[src/rtl/mram_pkg.sv]
// Shared types and constants for the MRAM responder model.
// Holds FSM state encoding, bus widths, error bit indices and lane helpers.
package mram_pkg;

    localparam int MRAM_ADDR_W = 20;
    localparam int MRAM_DATA_W = 16;

    localparam int ERR_CONTENTION  = 0;
    localparam int ERR_ADDR_CHANGE = 1;

    // Legacy numeric encodings kept so existing waveforms/decoders still match
    localparam logic [1:0] ST_IDLE      = 2'd0;
    localparam logic [1:0] ST_WR_ACTIVE = 2'd1;
    localparam logic [1:0] ST_RD_WAIT   = 2'd2;
    localparam logic [1:0] ST_RD_DRIVE  = 2'd3;

    typedef enum logic [1:0] {
        IDLE      = ST_IDLE,
        WR_ACTIVE = ST_WR_ACTIVE,
        RD_WAIT   = ST_RD_WAIT,
        RD_DRIVE  = ST_RD_DRIVE
    } mram_state_t;

    // Active-low byte enables -> active-high lane mask {upper, lower}
    function automatic logic [1:0] lane_mask(input logic upper_n, input logic lower_n);
        return {~upper_n, ~lower_n};
    endfunction

    function automatic logic [MRAM_DATA_W-1:0] lane_gate(input logic [MRAM_DATA_W-1:0] word,
                                                         input logic [1:0] mask);
        return word & {{8{mask[1]}}, {8{mask[0]}}};
    endfunction

endpackage

[src/rtl/mram_resp_array.sv]
// Byte-writable 2^ADDR_W x 16 storage: one synchronous write port, one async read port.
// Contents start at zero and are never cleared by reset.
module mram_resp_array
    import mram_pkg::*;
#(
    parameter int ADDR_W = 8
) (
    input  logic                   clk,
    input  logic                   we,
    input  logic [1:0]             wmask,
    input  logic [ADDR_W-1:0]      waddr,
    input  logic [MRAM_DATA_W-1:0] wdata,
    input  logic [ADDR_W-1:0]      raddr,
    output logic [MRAM_DATA_W-1:0] rdata
);

    localparam int DEPTH = 1 << ADDR_W;

    logic [MRAM_DATA_W-1:0] mem [0:DEPTH-1] = '{default: '0};

    always_ff @(posedge clk) begin
        if (we && wmask[0]) mem[waddr][7:0]  <= wdata[7:0];
        if (we && wmask[1]) mem[waddr][15:8] <= wdata[15:8];
    end

    assign rdata = mem[raddr];

endmodule

[src/rtl/mram_responder.sv]
// Behavioural MRAM device responder driven by the controller's strobes on the same clock.
// Optional protocol checking is enabled by defining MRAM_RESP_ERRCHK_EN.
module mram_responder
    import mram_pkg::*;
#(
    parameter int ADDR_W   = 8,
    parameter int READ_LAT = 1
) (
    input  logic                   clk,
    input  logic                   rst,
    input  logic                   chip_en,
    input  logic                   write_en,
    input  logic                   out_en,
    input  logic                   lower_byte_en,
    input  logic                   upper_byte_en,
    input  logic [MRAM_ADDR_W-1:0] mram_addr,
    input  logic [MRAM_DATA_W-1:0] mram_dq_in,
    output logic [MRAM_DATA_W-1:0] mram_dq_out,
    output logic                   mram_dq_oe,
    output logic                   wr_done,
    output logic                   rd_done,
    input  logic                   err_clr,
    output logic [1:0]             err
);

    logic                   wr_act;
    logic                   rd_act;
    logic                   commit;
    mram_state_t            state;
    mram_state_t            state_nxt;
    logic [MRAM_ADDR_W-1:0] lat_addr;
    logic [MRAM_DATA_W-1:0] lat_data;
    logic [1:0]             lat_mask;
    logic [MRAM_DATA_W-1:0] arr_rdata;
    logic [MRAM_DATA_W-1:0] rd_word;

    assign wr_act = ~chip_en & ~write_en;
    assign rd_act = ~chip_en & write_en & ~out_en;
    assign commit = (state == WR_ACTIVE) & ~wr_act;

    assign rd_word = lane_gate(arr_rdata, lane_mask(upper_byte_en, lower_byte_en));

    always_comb begin
        state_nxt = state;
        unique case (state)
            IDLE: begin
                if (wr_act)
                    state_nxt = WR_ACTIVE;
                else if (rd_act)
                    state_nxt = (READ_LAT == 2) ? RD_WAIT : RD_DRIVE;
            end
            WR_ACTIVE: if (!wr_act) state_nxt = IDLE;
            RD_WAIT:   state_nxt = rd_act ? RD_DRIVE : IDLE;
            RD_DRIVE:  if (!rd_act) state_nxt = IDLE;
            default:   state_nxt = IDLE;
        endcase
    end

    // Output drive follows the next state, so data appears on the entering edge
    always_ff @(posedge clk or posedge rst) begin
        if (rst) begin
            state       <= IDLE;
            lat_addr    <= '0;
            lat_data    <= '0;
            lat_mask    <= '0;
            mram_dq_out <= '0;
            mram_dq_oe  <= 1'b0;
            wr_done     <= 1'b0;
            rd_done     <= 1'b0;
        end else begin
            state   <= state_nxt;
            wr_done <= commit & (|lat_mask);
            rd_done <= (state == RD_DRIVE) & ~rd_act;
            if (wr_act && (state == IDLE || state == WR_ACTIVE)) begin
                lat_addr <= mram_addr;
                lat_data <= mram_dq_in;
                lat_mask <= lane_mask(upper_byte_en, lower_byte_en);
            end
            if (state_nxt == RD_DRIVE) begin
                mram_dq_oe  <= 1'b1;
                mram_dq_out <= rd_word;
            end else begin
                mram_dq_oe  <= 1'b0;
                mram_dq_out <= '0;
            end
        end
    end

    mram_resp_array #(
        .ADDR_W(ADDR_W)
    ) u_array (
        .clk  (clk),
        .we   (commit),
        .wmask(lat_mask),
        .waddr(lat_addr[ADDR_W-1:0]),
        .wdata(lat_data),
        .raddr(mram_addr[ADDR_W-1:0]),
        .rdata(arr_rdata)
    );

`ifdef MRAM_RESP_ERRCHK_EN
    logic [1:0] err_q;
    logic [1:0] err_set;

    always_comb begin
        err_set                  = '0;
        err_set[ERR_CONTENTION]  = ~chip_en & ~write_en & ~out_en;
        err_set[ERR_ADDR_CHANGE] = (state == WR_ACTIVE) && (mram_addr != lat_addr);
    end

    // A set arriving with a clear wins
    always_ff @(posedge clk or posedge rst) begin
        if (rst)
            err_q <= '0;
        else
            err_q <= (err_clr ? 2'b00 : err_q) | err_set;
    end

    assign err = err_q;
`else
    assign err = '0;
`endif

    // Upper address bits alias away; err_clr only matters with checking enabled
    logic unused_bits;
    assign unused_bits = ^{mram_addr, lat_addr, err_clr};

endmodule

[config.mk]
export PLATFORM = sky130hd
export DESIGN_NAME = mram_responder
export DESIGN_NICKNAME = d
export VERILOG_FILES = /design/src/rtl/mram_pkg.sv /design/src/rtl/mram_resp_array.sv /design/src/rtl/mram_responder.sv
export SDC_FILE = /design/constraint.sdc
export NUM_CORES = 2
export LEC_CHECK = 0
export ABC_AREA = 1
export BUFFER_PORTS_ARGS = -buffer_cell sky130_fd_sc_hd__buf_2
export CORE_MARGIN = 5
export CORE_UTILIZATION = 50
export DETAILED_ROUTE_END_ITERATION = 8
export PLACE_DENSITY = 0.68
export SLEW_MARGIN = 25
export SYNTH_ARGS = -nofsm -noshare
export SYNTH_HDL_FRONTEND = slang
export SYNTH_SLANG_ARGS = --single-unit
[constraint.sdc]
create_clock -name clk -period 3.8 [get_ports clk]
set_clock_uncertainty 0.2 [all_clocks]
set_input_delay 0.76 -clock clk [delete_from_list [all_inputs] [get_ports clk]]
set_output_delay 0.76 -clock clk [all_outputs]
set_load 0.05 [all_outputs]
Yosys cells after proc, flatten, opt, wreduce, memory -nomap -nowiden
Memories as Yosys holds them, arrays and structs flattened.
Index checks and enable logic that the tools add are counted.
- flip-flop bits (word level): 47
- input bits: 44
- output and inout bits: 21
- memories: 1
- logic and storage cells: 45
- RAM bits: 4096
- equality and inequality tests: 4
- bitwise gates (word level): 14
- reduce and logical (&&, ||, !) cells: 6
- mux-type cells: 12
- memories (memory ; depth ; width ; rd ports ; clocked after memory_dff ; write ports ; RTL line ; source):
    u_array.mem ; 256 ; 16 ; 1 ; 0 ; 1 ; mram_resp_array.sv:19 ; logic [MRAM_DATA_W-1:0] mem [0:DEPTH-1] = '{default: '0};
- operators by type and width (cell ; number):
    16-bit AND ; 1
    16-bit 2-to-1 mux ; 1
    2-bit 2-to-1 mux ; 5
    2-bit one-hot mux with 4 select lines ; 1
    1-bit NOT ; 7
    1-bit AND ; 6
    2-bit == test, second input constant ; 3
    1-bit 2-to-1 mux ; 5
    1-bit logical AND ; 3
    2-bit by 1-bit == test with 1-bit output, second input constant ; 1
    2-bit zero test ; 1
    2-bit OR reduction ; 1
    1-bit logical OR ; 1

Logic depth before layout (Yosys ltp)
- depth after elaboration: 8
- depth in mapped cells: 15
- mapped depth without buffers: 11

Cells and area by module
A second synthesis with hierarchy kept.
- cell total of the unflattened synthesis: 14130
- area, all modules: 169154.7 µm²
- by module, submodules not included (module ; area an instance (µm²) ; cells an instance ; sequential area each (µm²) ; instances):
    mram_resp_array ; 167306.7 ; 13941 ; 122998.0 ; 1
    mram_responder ; 1848.0 ; 189 ; 1176.1 ; 1

Worst setup path after synthesis
No wires, ideal clock.
- path type: register to register
- start point: reg lat_data[0]
- end point: mem u_array.mem[0][0], data pin
- path buffers: 0
- required time: 2.797 ns
- arrival time: 3.179 ns
- path slack: -0.382 ns
- clock period less this slack: 4.182 ns
- setup time: 0.803 ns
- cell stages (with the launch flop): 1
- path through: dfrtp_1
- RTL lines (element ; RTL line ; source):
    start: declaration ; mram_responder.sv:32 ; logic [MRAM_DATA_W-1:0] lat_data;
    start signal: assignment ; mram_responder.sv:76 ; lat_data <= mram_dq_in;
    end: declaration ; mram_resp_array.sv:19 ;
Straight into the memory's write port.

Worst setup path in the final report
- start point: reg lat_addr[5]
- end point: mem u_array.mem[39][13] (enable)
- RTL lines (element ; RTL line ; source):
    start: declaration ; mram_responder.sv:31 ; logic [MRAM_ADDR_W-1:0] lat_addr;
    start signal: assignment ; mram_responder.sv:75 ; lat_addr <= mram_addr;
Straight into the memory's write port.

==> impl_results.md <==
- Buffer count from post-CTS setup fixing: 0
- Final min period: 3.07 ns
- Highest clock rate: 326 MHz
- Row Count: 213
- Power Density: 522 nW/um^2
- Final WS setup: 0.729 ns
- CP endpoint kind: flop
- Sequential fraction of the synthesis area: 73.5%
- Detailed-route via count: 113000
- Post-Route WL: 457000 microns
- Initial Util: 50.2%
- Max-Cap Viols: 0
- HPWL Detailed: 266000 microns
- Count of final max-slew check failures: 0
- Clock Latency Late Sink: 0.98 ns
- Crit path kind: reg -> reg
- Setup repair after global routing missed its margin: false
- Slowest CP cell: nand2_1
- Cells after Synth: 14100
- Outcome: finished clean
- DRT iter0 DRCs: 13800
- Seq cells post-synth: 4143
- Hold Violations, Final: 0
- Clock sinks: 4143
- Die width: 591 microns
- CP most frequent cell: buf_4
- Clock power share: 39.5%
- Async S/R FF share, synth: 1.13%
- CP bufs+invs: 3
- Antenna violations before repair: 15
- Via density: 5.84
- Sw Pwr: 23.9 mW
- Routed wire length per instance: 23.5 microns
- Post-synth top area cell: edfxtp_1
- Syn. warnings: 0
- Sw Share: 23.8%
- P_int: 76.7 mW
- Max incr delay on CP: 0.71 ns
- Routability congestion estimate: 0.877
- List of most frequent post-synthesis cells: 4150 x nand2_1, 4096 x edfxtp_1, 3856 x nand3_1
- Routed Antenna Nets: 0
- Top delay family on crit path: simple AND/OR/NAND/NOR gates
- Tcrit/Tclk final: 80.8%
- Seq pwr share: 52.3%
- GRT overflow: 0
- Die H: 591 microns
- Top cells by area, synth: edfxtp_1 73%, nand3_1 11%, nand2_1 9.2%
- Predominant post-synthesis flop cell: edfxtp_1
- Critical path startpoint category: flop
- Gr usage total: 25.5%
- Final nets: 14600
- Hold-fix buffers, CTS: 21
- Largest net degree at the start of global routing: 138
- DRC viols: 0
- Port bufs: 49
- Req. time, crit path: 4.28 ns
- Yosys top cell area share: 72.8%
- CTS resizes: 0
- Synth Area per Inst: 12.0 sq um
- Die area: 350000 sq um
- Relative slew slack: 27.8%
- Root Buffer: clkbuf_16
- Most frequent cell after synthesis: nand2_1
- Final setup vio count: 0
- Data arrival, critical path: 3.55 ns
- Ports: 65
- Synth-to-Final Area Change: 14.2%
- Clk buf depth: 4
- H-tree depth: 5
- Drt first pass iters: 7
- Combinational share of power: 8.2%
- Number of global-route vias before repair: 107000
- Min-Delay Path Class: in -> reg
- EDFF count, synth: 4096
- Cell Chain, Critical Path: inv_1 -> nor2_1 -> nand2_1 -> buf_4 -> nor3_1 -> buf_4
- Core Footprint: 337000 sq um
- Max VDD drop: 0.000377 V
- Leakage power: 68.3 nW
- Layout cells sized above 1: 11.6%
- Num CTS Buffers: 407
- Setup total negative slack: 0 ns
- Slew @ Worst Pin: 1.08 ns
- First-pass GRT wire length: 679000 microns
- Critical Path Fanout Max: 17
- Fill cells: 26300
- CTS tree: done
- Pre-CTS WS: 0.106 ns
- Clk pin slew, worst setup/hold paths: 0.06 ns
- Mapped cell area: 169000 sq um
- Unique masters post-synth: 22
worst register-to-register path, cell delays in order (launching register included):
cell     delay [ns]
dfrtp_1        0.42
inv_1          0.08
nor2_1         0.44
nand2_1        0.72
buf_4          0.49
nor3_1         0.24
buf_4          0.22
layer usage:
layer | global-route usage, % | part of all wire, % | wire, microns | up-vias
met3 | 4.09 | 9.4 | 42900 | 926
met1 | 35.5 | 39 | 180000 | 55200
met4 | 10.6 | 4.3 | 19600 | 4
met2 | 40.5 | 47 | 215000 | 5930
met5 | 0 | 0.0074 | 34 | -
li1 | - | - | - | 51400
stage by stage:
step | util (%) | power [mW] | cells | hold slack, ns | area, sq um
6_report | 57.3 | 101 | 19400 | 0.292 | 193000
5_1_grt | 57.3 | 103 | 19400 | 0.269 | 193000
4_1_cts | 57.3 | 101 | 19400 | 0.219 | 193000
3_5_place_dp | 53.3 | 61.7 | 18600 | 0.290 | 179000
3_3_place_gp | 53.3 | 61.5 | 18600 | 0.276 | 179000
2_1_floorplan | - | 57.7 | 14100 | 0.253 | 169000
logic make-up after synthesis:
| kind of cell | after synthesis | share of synthesized area (%) |
|---|---|---|
| AOI/OAI and AO/OA | 140 | 0.439 |
| and+or+nand+nor | 8696 | 22.6 |
| muxes | 16 | 0.107 |
| other | 1 | 0.00222 |
| buffers and inverters | 1084 | 3.37 |
| DFF | 4143 | 73.5 |
power groups by stage:
stage	registers, mW	clock network (mW)	logic [mW]
after floorplan	54.3	0	3.39
after global placement	53.6	0	7.90
after detailed placement	53.6	0	8.05
after CTS	52.7	40.1	8.10
after global routing	52.6	42.1	8.80
final	52.6	39.7	8.28
sequential cells by signal, indices dropped and copies added, names as in the netlist:
signal       cells
lat_addr         8
u_array.mem   4096
lat_mask         2
mram_dq_out     16
rd_done          1
state            2
mram_dq_oe       1
lat_data        16
wr_done          1
final timing paths:
| path | startpoint | to | slack, ns | cells after the start |
|---|---|---|---|---|
| setup / recovery | lat_addr[5]$_DFFE_PP0P_ | u_array.mem[39][13]$_DFFE_PP_ | 0.73 | 6 |
| hold / removal | mram_addr[7] | mram_dq_out[11]$_DFF_PP0_ | 0.29 | 5 |
| setup reg to reg | lat_addr[5]$_DFFE_PP0P_ | u_array.mem[39][13]$_DFFE_PP_ | 0.73 | 6 |
| hold reg to reg | state[0]$_DFF_PP0_ | mram_dq_oe$_DFF_PP0_ | 0.30 | 1 |
| max in group asynchronous | rst | mram_dq_out[3]$_DFF_PP0_ | 2.17 | 4 |
| min in group asynchronous | rst | lat_data[14]$_DFFE_PP0P_ | 0.39 | 3 |
cells in the final DEF, fill, tap and decap left out, drive strengths merged:
cell type / netlist / layout
dfrtp: 47 / 47
diode: 0 / 49
clkinv: 4 / 182
conb: 1 / 2
mux2: 16 / 16
nor2: 178 / 178
buf: 703 / 1082
o22ai: 32 / 32
dlygate4sd3: 0 / 21
inv: 19 / 28
nand2: 4150 / 4150
bufinv: 0 / 38
nand3: 3856 / 3856
clkbuf: 358 / 497
o21ai: 74 / 74
a21oi: 34 / 34
clkinvlp: 0 / 13
edfxtp: 4096 / 4096
nor3: 512 / 512
layout make-up:
type                            instances  area, sq um  area share (%)
Antenna cell                           49          123          0.0636
Clock buffer                          497        10800            5.60
Clock inverter                        238         2280            1.18
Inverter                               23          150          0.0778
Multi-Input combinational cell       8854        39200            20.3
Sequential cell                      4143       124000            64.4
Tap cell                             4515         5650            2.93
Timing Repair Buffer                 1103        10500            5.42
Note: power is estimated with default switching activity, not from simulation.
